<file path="config.mk">
export PLATFORM = sky130hd
export DESIGN_NAME = fma_dot_sequencer_flat
export DESIGN_NICKNAME = d
export VERILOG_FILES = /design/src/rtl/fma_dot_sequencer_if.sv /design/src/rtl/fma_dot_sequencer.sv /design/src/flat_wrapper.sv
export SDC_FILE = /design/constraint.sdc
export NUM_CORES = 1
export LEC_CHECK = 0
export CAP_MARGIN = 15
export CORE_AREA = 2 2 122 124
export DETAILED_ROUTE_END_ITERATION = 8
export DIE_AREA = 0 0 124 126
export PLACE_DENSITY_LB_ADDON = 0.12
export SLEW_MARGIN = 0
export SYNTH_ARGS = -nofsm -noshare
export SYNTH_HDL_FRONTEND = slang
export SYNTH_SLANG_ARGS = --single-unit
</file>
<file path="constraint.sdc">
create_clock -name clk -period 2.46 [get_ports clk]
set_input_delay 0.492 -clock clk [delete_from_list [all_inputs] [get_ports clk]]
set_output_delay 0.492 -clock clk [all_outputs]
set_load 0.005 [all_outputs]
</file>
<file path="src/rtl/fma_dot_sequencer_if.sv">
// Bundles the job, operand-memory, FMA and result signals of the dot-product sequencer.
// The sequencer connects to the master modport; the environment connects to the slave modport.
interface fma_dot_sequencer_if #(
  parameter int WIDTH  = 32,
  parameter int ADDR_W = 8
);
  logic              start;
  logic [ADDR_W-1:0] base_a;
  logic [ADDR_W-1:0] base_b;
  logic [ADDR_W-1:0] stride_b;
  logic [ADDR_W-1:0] len;
  logic [WIDTH-1:0]  seed;
  logic              abort;
  logic              busy;
  logic [ADDR_W-1:0] mem_a_addr;
  logic [ADDR_W-1:0] mem_b_addr;
  logic              mem_rd;
  logic [WIDTH-1:0]  mem_a_data;
  logic [WIDTH-1:0]  mem_b_data;
  logic [WIDTH-1:0]  fma_a;
  logic [WIDTH-1:0]  fma_b;
  logic [WIDTH-1:0]  fma_seed;
  logic              fma_update_acc;
  logic              fma_en;
  logic [WIDTH-1:0]  fma_acc;
  logic              res_valid;
  logic [WIDTH-1:0]  res_data;
  logic              res_ready;

  modport master (
    input  start, base_a, base_b, stride_b, len, seed, abort,
    input  mem_a_data, mem_b_data, fma_acc, res_ready,
    output busy, mem_a_addr, mem_b_addr, mem_rd,
    output fma_a, fma_b, fma_seed, fma_update_acc, fma_en,
    output res_valid, res_data
  );

  modport slave (
    output start, base_a, base_b, stride_b, len, seed, abort,
    output mem_a_data, mem_b_data, fma_acc, res_ready,
    input  busy, mem_a_addr, mem_b_addr, mem_rd,
    input  fma_a, fma_b, fma_seed, fma_update_acc, fma_en,
    input  res_valid, res_data
  );
endinterface

</file>
<file path="src/rtl/fma_dot_sequencer.sv">
// Drives one FMA through a dot product: issues operand reads, enables the FMA one cycle
// later per element, and returns the final accumulator through a valid/ready port.
module fma_dot_sequencer #(
  parameter int WIDTH  = 32,
  parameter int ADDR_W = 8
) (
  input  logic                 clk,
  input  logic                 rst,
  fma_dot_sequencer_if.master  bus
);

  localparam logic [ADDR_W-1:0] ONE = ADDR_W'(1);

  typedef enum logic [1:0] {IDLE, RUN, DONE} state_t;

  state_t            state, state_nxt;
  logic [ADDR_W-1:0] a_addr, b_addr, stride, len_q, cnt;
  logic [WIDTH-1:0]  seed_q, res_q;
  logic              exec_v, exec_first, exec_last;
  logic              issue, fire;

  // Issue runs while elements remain; execute trails issue by the memory latency.
  always_comb begin
    issue = (state == RUN) && (cnt != len_q) && !bus.abort;
    fire  = (state == RUN) && exec_v && !bus.abort;
  end

  always_ff @(posedge clk) begin
    if (rst) state <= IDLE;
    else     state <= state_nxt;
  end

  always_comb begin
    state_nxt = state;
    case (state)
      IDLE: if (bus.start) state_nxt = (bus.len == '0) ? DONE : RUN;
      RUN: begin
        if (bus.abort)                state_nxt = IDLE;
        else if (fire && exec_last)   state_nxt = DONE;
      end
      DONE: if (bus.abort || bus.res_ready) state_nxt = IDLE;
      default: state_nxt = IDLE;
    endcase
  end

  always_comb begin
    bus.busy           = (state != IDLE);
    bus.mem_rd         = issue;
    bus.mem_a_addr     = a_addr;
    bus.mem_b_addr     = b_addr;
    bus.fma_en         = fire;
    bus.fma_a          = fire ? bus.mem_a_data : '0;
    bus.fma_b          = fire ? bus.mem_b_data : '0;
    bus.fma_update_acc = fire && exec_first;
    bus.fma_seed       = seed_q;
    bus.res_valid      = (state == DONE);
    bus.res_data       = res_q;
  end

  always_ff @(posedge clk) begin
    if (rst) begin
      a_addr     <= '0;
      b_addr     <= '0;
      stride     <= '0;
      len_q      <= '0;
      cnt        <= '0;
      seed_q     <= '0;
      res_q      <= '0;
      exec_v     <= 1'b0;
      exec_first <= 1'b0;
      exec_last  <= 1'b0;
    end else begin
      exec_v     <= issue;
      exec_first <= issue && (cnt == '0);
      exec_last  <= issue && (cnt == len_q - ONE);
      if (state == IDLE && bus.start) begin
        a_addr <= bus.base_a;
        b_addr <= bus.base_b;
        stride <= bus.stride_b;
        len_q  <= bus.len;
        seed_q <= bus.seed;
        cnt    <= '0;
        if (bus.len == '0) res_q <= bus.seed;
      end else if (issue) begin
        a_addr <= a_addr + ONE;
        b_addr <= b_addr + stride;
        cnt    <= cnt + ONE;
      end
      if (fire && exec_last) res_q <= bus.fma_acc;
    end
  end

endmodule
</file>
<file path="src/flat_wrapper.sv">
// flat-port wrapper written by rule: the top's interface ports become plain ports
module fma_dot_sequencer_flat 
#(
  parameter int WIDTH  = 32,
  parameter int ADDR_W = 8
)
  (clk, rst, bus_start, bus_base_a, bus_base_b, bus_stride_b, bus_len, bus_seed, bus_abort, bus_mem_a_data, bus_mem_b_data, bus_fma_acc, bus_res_ready, bus_busy, bus_mem_a_addr, bus_mem_b_addr, bus_mem_rd, bus_fma_a, bus_fma_b, bus_fma_seed, bus_fma_update_acc, bus_fma_en, bus_res_valid, bus_res_data);
  fma_dot_sequencer_if #(.WIDTH(WIDTH), .ADDR_W(ADDR_W)) bus_i ();
  input  logic clk;
  input  logic rst;
  input wire logic [$bits(bus_i.start)-1:0] bus_start;
  input wire logic [$bits(bus_i.base_a)-1:0] bus_base_a;
  input wire logic [$bits(bus_i.base_b)-1:0] bus_base_b;
  input wire logic [$bits(bus_i.stride_b)-1:0] bus_stride_b;
  input wire logic [$bits(bus_i.len)-1:0] bus_len;
  input wire logic [$bits(bus_i.seed)-1:0] bus_seed;
  input wire logic [$bits(bus_i.abort)-1:0] bus_abort;
  input wire logic [$bits(bus_i.mem_a_data)-1:0] bus_mem_a_data;
  input wire logic [$bits(bus_i.mem_b_data)-1:0] bus_mem_b_data;
  input wire logic [$bits(bus_i.fma_acc)-1:0] bus_fma_acc;
  input wire logic [$bits(bus_i.res_ready)-1:0] bus_res_ready;
  output wire logic [$bits(bus_i.busy)-1:0] bus_busy;
  output wire logic [$bits(bus_i.mem_a_addr)-1:0] bus_mem_a_addr;
  output wire logic [$bits(bus_i.mem_b_addr)-1:0] bus_mem_b_addr;
  output wire logic [$bits(bus_i.mem_rd)-1:0] bus_mem_rd;
  output wire logic [$bits(bus_i.fma_a)-1:0] bus_fma_a;
  output wire logic [$bits(bus_i.fma_b)-1:0] bus_fma_b;
  output wire logic [$bits(bus_i.fma_seed)-1:0] bus_fma_seed;
  output wire logic [$bits(bus_i.fma_update_acc)-1:0] bus_fma_update_acc;
  output wire logic [$bits(bus_i.fma_en)-1:0] bus_fma_en;
  output wire logic [$bits(bus_i.res_valid)-1:0] bus_res_valid;
  output wire logic [$bits(bus_i.res_data)-1:0] bus_res_data;
  assign bus_i.start = bus_start;
  assign bus_i.base_a = bus_base_a;
  assign bus_i.base_b = bus_base_b;
  assign bus_i.stride_b = bus_stride_b;
  assign bus_i.len = bus_len;
  assign bus_i.seed = bus_seed;
  assign bus_i.abort = bus_abort;
  assign bus_i.mem_a_data = bus_mem_a_data;
  assign bus_i.mem_b_data = bus_mem_b_data;
  assign bus_i.fma_acc = bus_fma_acc;
  assign bus_i.res_ready = bus_res_ready;
  assign bus_busy = bus_i.busy;
  assign bus_mem_a_addr = bus_i.mem_a_addr;
  assign bus_mem_b_addr = bus_i.mem_b_addr;
  assign bus_mem_rd = bus_i.mem_rd;
  assign bus_fma_a = bus_i.fma_a;
  assign bus_fma_b = bus_i.fma_b;
  assign bus_fma_seed = bus_i.fma_seed;
  assign bus_fma_update_acc = bus_i.fma_update_acc;
  assign bus_fma_en = bus_i.fma_en;
  assign bus_res_valid = bus_i.res_valid;
  assign bus_res_data = bus_i.res_data;
  fma_dot_sequencer #(.WIDTH(WIDTH), .ADDR_W(ADDR_W)) u_core (.clk(clk), .rst(rst), .bus(bus_i));
endmodule
</file>
# After elaboration in Yosys (flattened, before gate mapping)
# Index checks and enable logic that the tools add are counted.
[totals]
register_bits = 109
latchBits = 0
ram_bits = 0
romBits = 0
inputBits = 165
wordCells = 58
memories = 0
[classes]
n_addsub = 4
mul = 0
div_mod_pow = 0
n_lt_le_gt_ge = 0
n_eq_ne = 7
shift = 0
mux = 15
bitwise = 0
reduce_logical = 21
[op_table]
columns = ["operator", "n"]
rows = [
  ["$mux W32", 5],
  ["$mux W8", 4],
  ["$add A8 B1 Y8 const B", 2],
  ["$logic_not A8 Y1", 2],
  ["$mux W2", 5],
  ["$logic_and A1 B1 Y1", 9],
  ["$add A8 B8 Y8", 1],
  ["$eq A8 B8 Y1", 1],
  ["$ne A8 B8 Y1", 1],
  ["$reduce_bool A2 Y1", 4],
  ["$sub A8 B1 Y8 const B", 1],
  ["$pmux W2 S3", 1],
  ["$ne A3 B3 Y1 const B", 1],
  ["$reduce_and A3 Y1", 1],
  ["$eq A2 B1 Y1 const B", 1],
  ["$eq A2 B2 Y1 const B", 1],
  ["$logic_not A2 Y1", 1],
  ["$ne A2 B1 Y1 const B", 1],
  ["$ne A2 B2 Y1 const B", 1],
  ["$reduce_and A2 Y1", 1],
  ["$reduce_or A2 Y1", 1],
  ["$logic_not A1 Y1", 1],
  ["$logic_or A1 B1 Y1", 1],
]

# Logic depth before layout (Yosys ltp)
[logic_depth]
depth_word = 7
mapped_depth = 8
ltp_nobuf = 8

# Worst setup path before layout
# OpenSTA, ideal clock, no wires.
[synth_path]
kind = "input-to-output"
start = "in bus_abort"
end = "out bus_fma_a[0]"
t_arrival_ps = 1540
path_slack_ps = 428
cell_stages = 4
path_buffers = 2
path_cell_list = "nor4bb_1 buf_1 clkbuf_1 and2_1"
[synth_via]
elab_chain_len = 3
[synth_lines]
columns = ["element", "line", "source"]
rows = [
  ["start: declaration", "flat_wrapper.sv:17", "input wire logic [$bits(bus_i.abort)-1:0] bus_abort;"],
  ["$logic_not A1 Y1", "fma_dot_sequencer.sv:25", "fire = (state == RUN) && exec_v && !bus.abort;"],
  ["$logic_and A1 B1 Y1", "fma_dot_sequencer.sv:25", ""],
  ["$mux W32", "fma_dot_sequencer.sv:52", "bus.fma_a = fire ? bus.mem_a_data : '0;"],
  ["end: declaration", "flat_wrapper.sv:26", "output wire logic [$bits(bus_i.fma_a)-1:0] bus_fma_a;"],
]
# No other way between the ends.

# Worst setup path in the final report
[layout_path]
start = "reg u_core.state[1]"
end = "out bus_fma_a[4]"
[layout_via]
elab_chain_len = 4
[layout_lines]
columns = ["element", "line", "source"]
rows = [
  ["start: declaration", "fma_dot_sequencer.sv:16", "state_t state, state_nxt;"],
  ["start signal: assignment", "fma_dot_sequencer.sv:30", "else state <= state_nxt;"],
  ["$eq A2 B1 Y1", "fma_dot_sequencer.sv:25", ""],
  ["$logic_and A1 B1 Y1 (2 in series)", "fma_dot_sequencer.sv:25", ""],
  ["$mux W32", "fma_dot_sequencer.sv:52", ""],
]
# No other way between the ends.

==> impl_results.md <==
* Port Buf Inserts at 313
* Worst-Margin Slew at 0.520 ns
* Fmax at 431 MHz
* Slew margin rel. at 0.653
* Tmin final at 2.32 ns
* Row count at 44
* Max Cap Viol at 0
* Vias in the first global route at 5481
* WP data arrival at 1.83 ns
* Initial antenna violation count at 2
* Vert. Die Dim at 126 um
* Grt met2 use at 0.435
* Largest net degree at the start of global routing at 51
* Peak VDD IR at 331 uV
* Grt total ovfl at 0
* Final core utilization at 0.653
* Clock latency on the worst-skew pair at 0.35 ns
* PD cells at 454 nW/um^2
* Yosys warns at 0
* Post-synth EDFFs at 0
* Synth Area in Simple Gates at 0.303
* Layout filler cell count at 1265
* Area share of xor/xnor cells in the synthesized design at 0.0374
* Hold Crit Class: reg -> reg
* 1st-iter DRT viols at 210
* Clock sinks at 109
* Syn avg cell area at 7.87 sq um
* GPL Wtd Cong at 0.808
* First-pass GRT wire length at 29.2 mm
* Syn_nets at 853
* PnR worst setup slack at 0.137 ns
* Post-synthesis register bit count at 109
* Top cells by area, synth: dfxtp_1 41%, nand2_1 8.3%, and2_1 7.8%
* CP Class: reg -> out
* Synth async-reset ratio at 0
* Share of cells above drive strength 1 at 0.0871
* Total power at 4250 uW
* CTS Hold Buffers Added at 0
* Outcome: finished, final reports clean
* Clock transition at path regs at 0.07 ns
* Final hold vios at 0
* Type of destination of the critical path: output port
* # IOs at 314
* Max Clock Skew at 0.0108 ns
* Synth area leader: dfxtp_1
* Final ANT Viol Nets at 0
* Starting Density at 0.372
* Initial DRT Pass Iterations at 4
* GR peak layer: met2
* Compound-Gate Fraction of Synth Area at 0.168
* Critical path required time at 1.97 ns
* M3 GR Usage at 0.0616
* RSZ-0062 raised after global routing: false
* Clock buffer depth at 2
* HPWL Detailed at 14.7 mm
* Hold Slack at 0.454 ns
* Area delta synth->final at 75.7%
* Synth cell count leaders: 118 x nand2_1, 109 x dfxtp_1, 66 x and2_1, 62 x nor2_1, 60 x a21oi_1
* Setup slack, reg-to-reg at 0.42 ns
* Die area at 15600 sq um
* Largest fanout on the critical path at 11
* CTS tree: yes
* Final-report setup violation count at 0
* DIE WIDTH at 124 um
* Syn Inst Count at 676
* Crit start category: register
* Synth cell types at 56
* DRC viols at 0
* Mux share of post-synthesis cell area at 0.00470
* Final period utilization at 0.944
* Vias per cell at 4.91
* Synth top area share at 0.410
* Synth Area in Adders at 0.0296
* Final TNS setup at 0 ns
* Drt wl/cell at 16.6 um
* Mapped cell area at 5320 sq um
* Most common cell in the synthesized netlist: nand2_1
* Total wire length at 19.7 mm
* Root Buffer: clkbuf_16
* Global-route usage over all layers at 0.243
* Met1 Use GR at 0.263
* Static Leak at 0.00434 uW
* Largest family of logic cells by synthesized area: simple AND/OR/NAND/NOR gates
* Sequential share of the synthesized area at 0.410
* Vias at 5813
* Core area at 14300 sq um
* Total CTS buffers at 9
* Synth Flop Type: dfxtp_1
* Pre-CTS WS at -0.298 ns
* Nets at 1172
* Slew Viols, Final at 0
* H-tree depth at 3
==> cell type report <==
type / instances / area, sq um / area share
Antenna cell: 2 / 5.00 / 0.000535
Clock buffer: 11 / 243 / 0.0260
Clock inverter: 4 / 48.8 / 0.00522
Inverter: 15 / 56.3 / 0.00602
Multi-Input combinational cell: 505 / 2950 / 0.316
Sequential cell: 109 / 2200 / 0.235
Tap cell: 184 / 230 / 0.0246
Timing Repair Buffer: 355 / 3610 / 0.386
==> timing repair <==
action | 4_1_cts | 5_1_grt
setup endpoints to repair | 67 | 38
resized for setup | 41 | 47
setup buffers | 7 | 1
pin swaps | 4 | 4
cloned | 2 | 1
==> kinds of logic after synthesis <==
family                   after synthesis
AND/OR/NAND/NOR                      332
AO/OA/AOI/OAI                        138
flip-flops                           109
buffers and inverters                 62
XOR/XNOR                              21
adder cells (fa/ha/maj)               12
multiplexers                           2
==> state kept, by name, summed over array words and instances (netlist names), 2 cells and up <==
signal                 count
u_core.cnt                 8
u_core.bus.mem_b_addr      8
u_core.bus.res_data       32
u_core.state               2
u_core.bus.fma_seed       32
u_core.bus.mem_a_addr      8
u_core.stride              8
u_core.len_q               8
==> through the flow <==
step / instances / area, sq um
after floorplan: 676 / 5320
after global placement: 1158 / 8800
after detailed placement: 1158 / 8800
after CTS: 1182 / 9200
after global routing: 1185 / 9350
final: 1185 / 9350
==> worst paths after layout <==
path | endpoint | cells after the start | startpoint
hold / removal | u_core.bus.fma_seed[26]$_SDFFE_PP0P_ | 2 | u_core.bus.fma_seed[26]$_SDFFE_PP0P_
hold reg to reg | u_core.bus.fma_seed[26]$_SDFFE_PP0P_ | 2 | u_core.bus.fma_seed[26]$_SDFFE_PP0P_
setup / recovery | bus_fma_a[4] | 4 | u_core.state[1]$_SDFFE_PP0P_
setup reg to reg | u_core.bus.mem_b_addr[7]$_SDFFE_PP0P_ | 6 | u_core.bus.mem_b_addr[1]$_SDFFE_PP0P_
==> layout by cell type, fill, tap and decap left out, types with 2 or more instances in the layout <==
cell type	instances
a2111oi_0	3
a211oi_1	6
a21oi_1	60
a221oi_1	3
a311oi_1	5
a31o_1	3
and2_1	66
and3_1	3
buf_12	4
buf_4	36
clkbuf_16	10
clkdlybuf4s50_1	246
clkinv_2	2
dfxtp_1	99
dfxtp_2	8
dfxtp_4	2
diode_2	2
dlygate4sd2_1	28
dlymetal6s2s_1	37
ha_1	11
inv_1	14
nand2_1	117
nand3_1	6
nand4_1	3
nor2_1	62
nor2b_1	3
nor3_1	47
nor3b_1	3
nor4_1	9
nor4_4	2
o211ai_1	2
o21a_1	2
o21ai_0	6
o21bai_1	2
o22ai_1	33
or3_1	2
xnor2_1	9
xor2_1	4
xor2_2	8
==> critical path, cell delays in order (launching register included) <==
cell and delay, ns:
dfxtp_4 0.35, nor4bb_4 0.31, buf_4 0.21, and2_1 0.13, clkdlybuf4s50_1 0.50
==> routing by layer <==
metal	up-vias	wire [um]
li1	2965	-
met1	2620	7280
met2	194	10200
met3	34	1600
met4	0	640
met5	-	0
==> where the power goes <==
group | total, uW | internal, uW | switching, uW
logic | 889 | 528 | 361
clock network | 1450 | 811 | 636
registers | 1910 | 1850 | 63.8
total | 4250 | 3190 | 1060
Power figures use the tool's default switching activity.
